`src/rtl/multicycle_control_unit.sv`:
```
// Multi-cycle MIPS32 control FSM: fetch/decode/execute/memory/write-back sequencing with memory
// handshake timeout, sticky HALT on bad opcode or timeout, and a retired-instruction counter.
module multicycle_control_unit #(
  parameter int unsigned MEM_TIMEOUT = 15,
  parameter int unsigned CNT_WIDTH   = 32,
  parameter int unsigned ENABLE_IMM  = 1
) (
  input  logic                 clk,
  input  logic                 rst_n,
  input  logic [5:0]           opc,
  input  logic [5:0]           func,
  input  logic                 memReady,
  output logic                 irWrite,
  output logic                 pcWrite,
  output logic                 iorD,
  output logic                 isJmp,
  output logic                 isBeq,
  output logic                 isBne,
  output logic [1:0]           rfWriteDataSel,
  output logic                 rfWriteAddrSel,
  output logic                 rfWriteEnable,
  output logic                 memRead,
  output logic                 memWrite,
  output logic                 aluSrc,
  output logic                 bitXtend,
  output logic [2:0]           aluFunc,
  output logic                 invOpcode,
  output logic                 memErr,
  output logic [3:0]           state,
  output logic [CNT_WIDTH-1:0] retired
);

  localparam int unsigned WaitW = (MEM_TIMEOUT > 1) ? $clog2(MEM_TIMEOUT + 1) : 1;
  localparam int unsigned CmpW  = WaitW + 1;

  localparam logic [2:0] AluAnd = 3'b000;
  localparam logic [2:0] AluOr  = 3'b001;
  localparam logic [2:0] AluAdd = 3'b010;
  localparam logic [2:0] AluSub = 3'b110;
  localparam logic [2:0] AluSlt = 3'b111;

  typedef enum logic [3:0] {
    StIdle   = 4'd0,
    StFetch  = 4'd1,
    StDecode = 4'd2,
    StExec   = 4'd3,
    StMemRd  = 4'd4,
    StMemWr  = 4'd5,
    StWb     = 4'd6,
    StBranch = 4'd7,
    StJump   = 4'd8,
    StHalt   = 4'd9
  } state_e;

  typedef enum logic [2:0] {ClsR, ClsImm, ClsLw, ClsSw, ClsBeq, ClsBne, ClsJmp} cls_e;

  state_e               state_q, state_d;
  cls_e                 cls_q, cls_d, dec_cls;
  logic [2:0]           alu_q, alu_d, dec_alu;
  logic                 zext_q, zext_d, dec_zext, dec_valid;
  logic [WaitW-1:0]     wait_q, wait_d;
  logic [CNT_WIDTH-1:0] retired_q, retired_d;
  logic                 inv_q, inv_d, err_q, err_d;
  logic                 timeout_hit;

  logic                 iord_q, iord_d, is_jmp_q, is_jmp_d, is_beq_q, is_beq_d;
  logic                 is_bne_q, is_bne_d, rf_waddr_sel_q, rf_waddr_sel_d, rf_we_q, rf_we_d;
  logic                 mem_read_q, mem_read_d, mem_write_q, mem_write_d;
  logic                 alu_src_q, alu_src_d, bit_xtend_q, bit_xtend_d;
  logic [1:0]           rf_wdata_sel_q, rf_wdata_sel_d;
  logic [2:0]           alu_func_q, alu_func_d;

  // Instruction classification, only consumed while in DECODE.
  always_comb begin
    dec_valid = 1'b1;
    dec_cls   = ClsR;
    dec_alu   = AluAdd;
    dec_zext  = 1'b0;
    case (opc)
      6'h00: begin
        case (func)
          6'h20:   dec_alu = AluAdd;
          6'h22:   dec_alu = AluSub;
          6'h24:   dec_alu = AluAnd;
          6'h25:   dec_alu = AluOr;
          6'h2A:   dec_alu = AluSlt;
          default: dec_valid = 1'b0;
        endcase
      end
      6'h08: begin dec_cls = ClsImm; dec_alu = AluAdd; dec_valid = (ENABLE_IMM != 0); end
      6'h0A: begin dec_cls = ClsImm; dec_alu = AluSlt; dec_valid = (ENABLE_IMM != 0); end
      6'h0C: begin
        dec_cls = ClsImm; dec_alu = AluAnd; dec_zext = 1'b1; dec_valid = (ENABLE_IMM != 0);
      end
      6'h0D: begin
        dec_cls = ClsImm; dec_alu = AluOr; dec_zext = 1'b1; dec_valid = (ENABLE_IMM != 0);
      end
      6'h23:   dec_cls = ClsLw;
      6'h2B:   dec_cls = ClsSw;
      6'h04:   dec_cls = ClsBeq;
      6'h05:   dec_cls = ClsBne;
      6'h02:   dec_cls = ClsJmp;
      default: dec_valid = 1'b0;
    endcase
  end

  // The ready-on-the-limit cycle wins because timeout_hit requires memReady low.
  assign timeout_hit = (MEM_TIMEOUT != 0) && !memReady &&
                       (({1'b0, wait_q} + CmpW'(1)) == CmpW'(MEM_TIMEOUT));

  always_comb begin
    state_d   = state_q;
    cls_d     = cls_q;
    alu_d     = alu_q;
    zext_d    = zext_q;
    wait_d    = '0;
    retired_d = retired_q;
    inv_d     = inv_q;
    err_d     = err_q;
    case (state_q)
      StIdle: state_d = StFetch;
      StFetch, StMemRd, StMemWr: begin
        if (memReady) begin
          case (state_q)
            StFetch: state_d = StDecode;
            StMemRd: state_d = StWb;
            default: begin
              state_d   = StFetch;
              retired_d = retired_q + CNT_WIDTH'(1);
            end
          endcase
        end else if (timeout_hit) begin
          state_d = StHalt;
          err_d   = 1'b1;
        end else begin
          wait_d = wait_q + WaitW'(1);
        end
      end
      StDecode: begin
        if (dec_valid) begin
          cls_d  = dec_cls;
          alu_d  = dec_alu;
          zext_d = dec_zext;
          case (dec_cls)
            ClsBeq, ClsBne: state_d = StBranch;
            ClsJmp:         state_d = StJump;
            default:        state_d = StExec;
          endcase
        end else begin
          inv_d   = 1'b1;
          state_d = StHalt;
        end
      end
      StExec: begin
        case (cls_q)
          ClsLw:   state_d = StMemRd;
          ClsSw:   state_d = StMemWr;
          default: state_d = StWb;
        endcase
      end
      StWb, StBranch, StJump: begin
        state_d   = StFetch;
        retired_d = retired_q + CNT_WIDTH'(1);
      end
      StHalt:  state_d = StHalt;
      default: state_d = StIdle;
    endcase
  end

  // Control outputs are registered from the state being entered.
  always_comb begin
    iord_d         = 1'b0;
    is_jmp_d       = 1'b0;
    is_beq_d       = 1'b0;
    is_bne_d       = 1'b0;
    rf_wdata_sel_d = 2'b00;
    rf_waddr_sel_d = 1'b0;
    rf_we_d        = 1'b0;
    mem_read_d     = 1'b0;
    mem_write_d    = 1'b0;
    alu_src_d      = 1'b0;
    bit_xtend_d    = 1'b0;
    alu_func_d     = 3'b000;
    case (state_d)
      StFetch: mem_read_d = 1'b1;
      StExec: begin
        alu_src_d   = (cls_d != ClsR);
        alu_func_d  = alu_d;
        bit_xtend_d = zext_d;
      end
      StMemRd: begin mem_read_d = 1'b1; iord_d = 1'b1; end
      StMemWr: begin mem_write_d = 1'b1; iord_d = 1'b1; end
      StWb: begin
        rf_we_d        = 1'b1;
        rf_waddr_sel_d = (cls_d == ClsR);
        rf_wdata_sel_d = (cls_d == ClsLw) ? 2'b01 : 2'b00;
      end
      StBranch: begin
        alu_func_d = AluSub;
        is_beq_d   = (cls_d == ClsBeq);
        is_bne_d   = (cls_d == ClsBne);
      end
      StJump:  is_jmp_d = 1'b1;
      default: ;
    endcase
  end

  always_ff @(posedge clk or negedge rst_n) begin
    if (!rst_n) begin
      state_q        <= StIdle;
      cls_q          <= ClsR;
      alu_q          <= 3'b000;
      zext_q         <= 1'b0;
      wait_q         <= '0;
      retired_q      <= '0;
      inv_q          <= 1'b0;
      err_q          <= 1'b0;
      iord_q         <= 1'b0;
      is_jmp_q       <= 1'b0;
      is_beq_q       <= 1'b0;
      is_bne_q       <= 1'b0;
      rf_wdata_sel_q <= 2'b00;
      rf_waddr_sel_q <= 1'b0;
      rf_we_q        <= 1'b0;
      mem_read_q     <= 1'b0;
      mem_write_q    <= 1'b0;
      alu_src_q      <= 1'b0;
      bit_xtend_q    <= 1'b0;
      alu_func_q     <= 3'b000;
    end else begin
      state_q        <= state_d;
      cls_q          <= cls_d;
      alu_q          <= alu_d;
      zext_q         <= zext_d;
      wait_q         <= wait_d;
      retired_q      <= retired_d;
      inv_q          <= inv_d;
      err_q          <= err_d;
      iord_q         <= iord_d;
      is_jmp_q       <= is_jmp_d;
      is_beq_q       <= is_beq_d;
      is_bne_q       <= is_bne_d;
      rf_wdata_sel_q <= rf_wdata_sel_d;
      rf_waddr_sel_q <= rf_waddr_sel_d;
      rf_we_q        <= rf_we_d;
      mem_read_q     <= mem_read_d;
      mem_write_q    <= mem_write_d;
      alu_src_q      <= alu_src_d;
      bit_xtend_q    <= bit_xtend_d;
      alu_func_q     <= alu_func_d;
    end
  end

  // IR and PC load in the very cycle the fetch completes.
  assign irWrite        = (state_q == StFetch) && memReady;
  assign pcWrite        = (state_q == StFetch) && memReady;
  assign iorD           = iord_q;
  assign isJmp          = is_jmp_q;
  assign isBeq          = is_beq_q;
  assign isBne          = is_bne_q;
  assign rfWriteDataSel = rf_wdata_sel_q;
  assign rfWriteAddrSel = rf_waddr_sel_q;
  assign rfWriteEnable  = rf_we_q;
  assign memRead        = mem_read_q;
  assign memWrite       = mem_write_q;
  assign aluSrc         = alu_src_q;
  assign bitXtend       = bit_xtend_q;
  assign aluFunc        = alu_func_q;
  assign invOpcode      = inv_q;
  assign memErr         = err_q;
  assign state          = state_q;
  assign retired        = retired_q;

endmodule

```
`config.mk`:
```
export PLATFORM = sky130hd
export DESIGN_NAME = multicycle_control_unit
export DESIGN_NICKNAME = d
export VERILOG_FILES = /design/src/rtl/multicycle_control_unit.sv
export SDC_FILE = /design/constraint.sdc
export NUM_CORES = 1
export LEC_CHECK = 0
export BUFFER_PORTS_ARGS = -buffer_cell sky130_fd_sc_hd__buf_2
export CAP_MARGIN = 20
export CORE_MARGIN = 10
export CORE_UTILIZATION = 48
export DETAILED_ROUTE_END_ITERATION = 7
export PLACE_DENSITY_LB_ADDON = 0.05
export SLEW_MARGIN = 20
export SYNTH_ARGS = -nofsm -noshare
export SYNTH_HDL_FRONTEND = slang
export SYNTH_SLANG_ARGS = --single-unit
export TNS_END_PERCENT = 100
```
`constraint.sdc`:
```
create_clock -name clk -period 2.06 [get_ports clk]
set_clock_uncertainty 0.15 [all_clocks]
set_input_delay 0.103 -clock clk [delete_from_list [all_inputs] [get_ports clk]]
set_output_delay 0.103 -clock clk [all_outputs]
set_load 0.005 [all_outputs]
```
# Word level (Yosys, flattened, before mapping)

Index checks and enable logic that the tools add are counted.

Register bits after elaboration: 64
Bits of input ports: 15
Output and inout port bits: 55
Word-level logic and storage cells: 126

Add/subtract/negate cells: 3
Equal/unequal tests: 41
Multiplexer cells: 38
Bitwise gates (word level): 2
Reductions and logical operators: 22

Operator list:

| operator                                                              | number |
|---|---|
| 32-bit 2-to-1 mux                                                     | 2 |
| 32-bit one-hot mux with 2 select lines                                | 1 |
| 6-bit equality test, second input constant                            | 7 |
| 32-bit by 1-bit adder with 32-bit output, second input constant       | 1 |
| 4-bit by 3-bit equality test with 1-bit output, second input constant | 8 |
| 6-bit by 4-bit equality test with 1-bit output, second input constant | 4 |
| 4-bit 2-to-1 mux                                                      | 6 |
| 3-bit one-hot mux with 4 select lines                                 | 2 |
| 4-bit one-hot mux with 5 select lines                                 | 1 |
| 3-bit one-hot mux with 6 select lines                                 | 1 |
| 1-bit 2-to-1 mux                                                      | 16 |
| 3-bit equality test, second input constant                            | 5 |
| 4-bit by 2-bit equality test with 1-bit output, second input constant | 3 |
| 4-bit equality test, second input constant                            | 3 |
| 6-bit by 3-bit equality test with 1-bit output, second input constant | 2 |
| 3-bit 2-to-1 mux                                                      | 4 |
| 3-bit one-hot mux with 2 select lines                                 | 2 |
| 2-bit OR reduction                                                    | 5 |
| 3-bit by 2-bit equality test with 1-bit output, second input constant | 3 |
| 9-bit OR reduction                                                    | 1 |
| 4-bit by 1-bit equality test with 1-bit output, second input constant | 2 |
| 4-bit one-hot mux with 2 select lines                                 | 1 |
| 4-bit OR reduction                                                    | 2 |
| 6-bit by 2-bit equality test with 1-bit output, second input constant | 1 |
| 18 further kinds                                                      | 23 |

# Logic depth before layout (Yosys ltp)

Depth in word-level cells: 11
Depth in mapped cells: 9

# Worst setup path before layout

No wires, ideal clock.

Kind: reg-to-reg
From: reg state_q[2], in the netlist state[2]
To: reg retired_q[11], in the netlist retired[11]
Library setup time: 0.124 ns
Arrival: 1.782 ns
Data required time: 1.786 ns
Setup slack: 0.005 ns
Cell stages (with the launch flop): 8
Cell sequence: dfrtp_1 > clkbuf_2 > or4b_1 > o31ai_4 > nand3_2 > nor2_1 > nand3_1 > xnor2_1

Longest elaborated chain between the ends: 4
Elaborated cells on any way between the ends: 14
Classes of those cells: 8 x eq/ne; 1 x mux; 5 x reduce/logical

Ends and longest elaborated chain:

| what                                                                         | line     | source |
|---|---|---|
| from (decl)                                                                  | 57       | `state_e state_q, state_d;` |
| from (signal assigned)                                                       | 210      | `state_q <= StIdle;` |
| from (signal assigned)                                                       | 231      | `state_q <= state_d;` |
| 4-bit by 1-bit equality test with 1-bit output, or another cell as far along | 120, 124 |  |
| 3-bit OR reduction or 2-bit OR reduction (tied branches)                     | -        |  |
| 2-bit inequality test (no line) or 2-bit nonzero test (tied branches)        | -        |  |
| 3-bit AND reduction (no line)                                                | -        |  |
| to (signal assigned)                                                         | 236      | `retired_q <= retired_d;` |
| to (decl)                                                                    | 62       | `logic [CNT_WIDTH-1:0] retired_q, retired_d;` |

Several ways; a longest one is shown, not always the timed one.
A chain may end at the register's enable or synchronous reset.

# Worst setup path in the final report

From: reg state_q[0], in the netlist state[0]
To: reg retired_q[28], in the netlist retired[28]

The elaborated chain is that of the path after synthesis.

==> results.yml <==
timing:
  finalWorstPathRequiredPeriod_ns: 1.981
  final_hold_viol_count: 0
  worst_pin_slew_ns: 0.5725
  rsz0062_at_grt: "yes"
  fin_crit_sh: 0.9618
  drv_slew: 0
  finalSetupViolCount: 0
  fmax_ghz: 0.5047
  relSlewSlack: 0.6183
  setup_ws_ns: 0.07870
  holdWs_ns: 0.06066
setup_path:
  required_ns: 2.12
  reg2reg_slack_ns: 0.08
  crit_fanout: 6
  start_kind: "flop"
  critPathKind: "flop to flop"
  critPathCapture: "retired[28]"
  regToRegStartpoint: "state[0]"
  startpoint: "state[0]"
  rr_endpoint: "retired[28]"
  worstPathArrival_ns: 2.04
  reg2reg_depth: 6
  endpoint_kind: "flop"
power_and_ir_drop:
  ir_worst_vdd_mv: 0.6254
  power_leakage_nw: 1.860
  power.density_mw_per_mm2: 966.5
cts:
  clockBufferDepth: 2
  cts_tree: "built"
  cts_buffers: 9
  cts_root_buf: "clkbuf_8"
  cts_sinks: 59
  htree_levels: 3
  path_clk_slew_ns: 0.06
  clk_latency_ns: 0.32
cells_and_area:
  n_antenna_cell: 0
  instances_no_fill: 453
  drive_gt1_frac: 0.3677
  nFillCells: 507
  area_growth_pct: 28.38
  regArea_sq_mm: 0.001476
  multi_input_area_sq_mm: 0.001444
  final_area_sq_mm: 0.003815
  fin_util: 0.6405
  nets: 391
routing:
  remaining_drc_errors: 0
  detail-route-antenna-nets: 0
  finalWirelength_um: 7015
  post_drt_wl_per_cell_um: 15.49
  dr.first_iter.drc_count: 97
  vias_per_cell: 5.278
  drtPass1Iterations: 4
  vias: 2391
yosys:
  synth_top_area_frac: 0.4968
  syn_inst: 274
  synthXorXnorAreaFrac: 0.1032
  synth_top_family_by_area: "simple AND/OR/NAND/NOR gates"
  synthAdderAreaFrac: 0.01263
  synth_enable_flop_cells: 0
  netlist_area_sq_mm: 0.002972
  synth_top_area_cell: "dfrtp_1"
  synth_compound_area_frac: 0.1149
  synth-simple-area-share: 0.2341
  yosysMostFrequentCell: "dfrtp_1"
  syn-num-nets: 292
  synth_seq_area_share: 0.4968
  synth_common_cells: "59 x dfrtp_1, 28 x xnor2_1, 20 x nor2_1, 16 x nand3_1, 15 x nand2_1"
  synth_area_per_cell_sq_um: 10.85
  yosysUniqueCellTypes: 65
  synthTopCellsByArea: "dfrtp_1 50%, xnor2_1 8.3%, nand4_1 2.7%"
  synthFlopType: "dfrtp_1"
  synth.area.mux_share: 0.003789
  ys_ff_latch: 59
  synth_warnings: 0
  async_flop_share: 1.000
placement:
  pre_cts_ws_ns: 0.04464
  dp_hpwl_um: 5252
  gp_congestion: 0.8423
  port_buffers: 68
  postPlaceCellArea_sq_mm: 0.003533
  dp.cells: 432
job:
  cap_violations: 0
global_routing:
  grt_usage: 0.1448
  overflow: 0
  grt_first_pass_wirelength_um: 11830
  grt_max_degree: 36
  antenna_found_initial: 0
  first_global_vias: 2413
worst_hold_path:
  min_from: "opc[1]"
  hold_path.class: "input pin to flop"
floorplanning:
  rows: 28
  die_width_um: 98.68
  die_y_um: 98.68
  core_area_sq_mm: 0.005956
  start_util: 0.4989
  io_pins: 70
  die-area_sq_mm: 0.009738
run_status:
  status: "completed"
[report_power, final]
part	total, mW	switching [mW]	internal (mW)
clock network	1.01	0.415	0.592
registers	1.43	0.113	1.31
logic	1.25	0.667	0.585
total	3.69	1.20	2.49
[cells by family after synthesis]
group           after synthesis
other cells                   1
simple gates                116
buf+inv                      18
xor+xnor                     35
fa+ha+maj                     3
compound gates               41
flops                        59
mux                           1
[state kept, by name, summed over array words and instances (netlist names)]
| register | flops |
|---|---|
| retired | 32 |
| state | 4 |
| wait_q | 4 |
| aluFunc | 3 |
| cls_q | 3 |
| aluSrc | 1 |
| bitXtend | 1 |
| invOpcode | 1 |
| iorD | 1 |
| isBeq | 1 |
| isBne | 1 |
| isJmp | 1 |
| memErr | 1 |
| memRead | 1 |
| memWrite | 1 |
| rfWriteAddrSel | 1 |
| rfWriteDataSel | 1 |
| rfWriteEnable | 1 |
[critical path, stage by stage, from the launching register on]
cell and delay (ns):
dfrtp_1 0.38, or4b_4 0.55, o31ai_4 0.10, nand2_2 0.19
nor2_4 0.21, nand4_1 0.15, xnor2_1 0.15
[per-stage QoR]
step                total power [mW]  setup TNS, ns
finish                         3.687              0
global route                   3.931        -0.5127
CTS                            3.606              0
detailed placement             2.580              0
global placement               2.569              0
floorplan                      2.107              0
[placed cells by master (no fill, tap or decap), types with 3 or more instances in the layout]
cell      netlist  routed
buf_2           1      68
dfrtp_1        59      59
xnor2_1        28      28
buf_4           3      26
nor2_1         20      18
nand3_1        16      16
nand2_1        15      15
nand4_1        13      13
clkbuf_8        1      10
o21ai_0        10       9
a21oi_1         9       8
xor2_1          7       7
nor3_1          7       7
nor2b_1         6       6
inv_1           8       6
and3_1          6       6
and4_1          4       4
clkbuf_1        2       4
nand2b_1        3       3
and2_1          3       3
ha_1            3       3
[layout make-up]
type | instances | share of cell area
repair buffers | 97 | 0.1512
inverters | 9 | 0.009511
well taps | 75 | 0.02460
clock buffers | 14 | 0.04001
clock inverters | 2 | 0.009183
multi-input cells | 197 | 0.3785
flip-flops and latches | 59 | 0.3870
[layer usage]
layer	track usage	wire length, um	vias to the layer above
met1	0.1877	3093	1145
met3	0.04679	422	4
li1	-	-	1172
met2	0.2249	3444	70
met4	0.04410	55	0
met5	0	0	-
[how the worst min path moves through the flow]
stage	to	slack, ns	depth (start not counted)
finish	aluFunc[0]	0.06	4
global route	aluFunc[0]	0.08	4
CTS	aluFunc[0]	0.05	4
detailed placement	retired[31]	-0.01	1
global placement	retired[30]	-0.01	1
floorplan	aluFunc[0]	-0.34	0
[timing repair]
| item | in CTS | in global routing |
|---|---|---|
| hold buffers | 1 | 0 |
| resized for setup | 0 | 13 |
| endpoints found under the hold margin | 24 | 0 |
| setup endpoints to repair | 0 | 26 |
| buffers inserted | 0 | 4 |
Note: power is estimated with default switching activity, not from simulation.
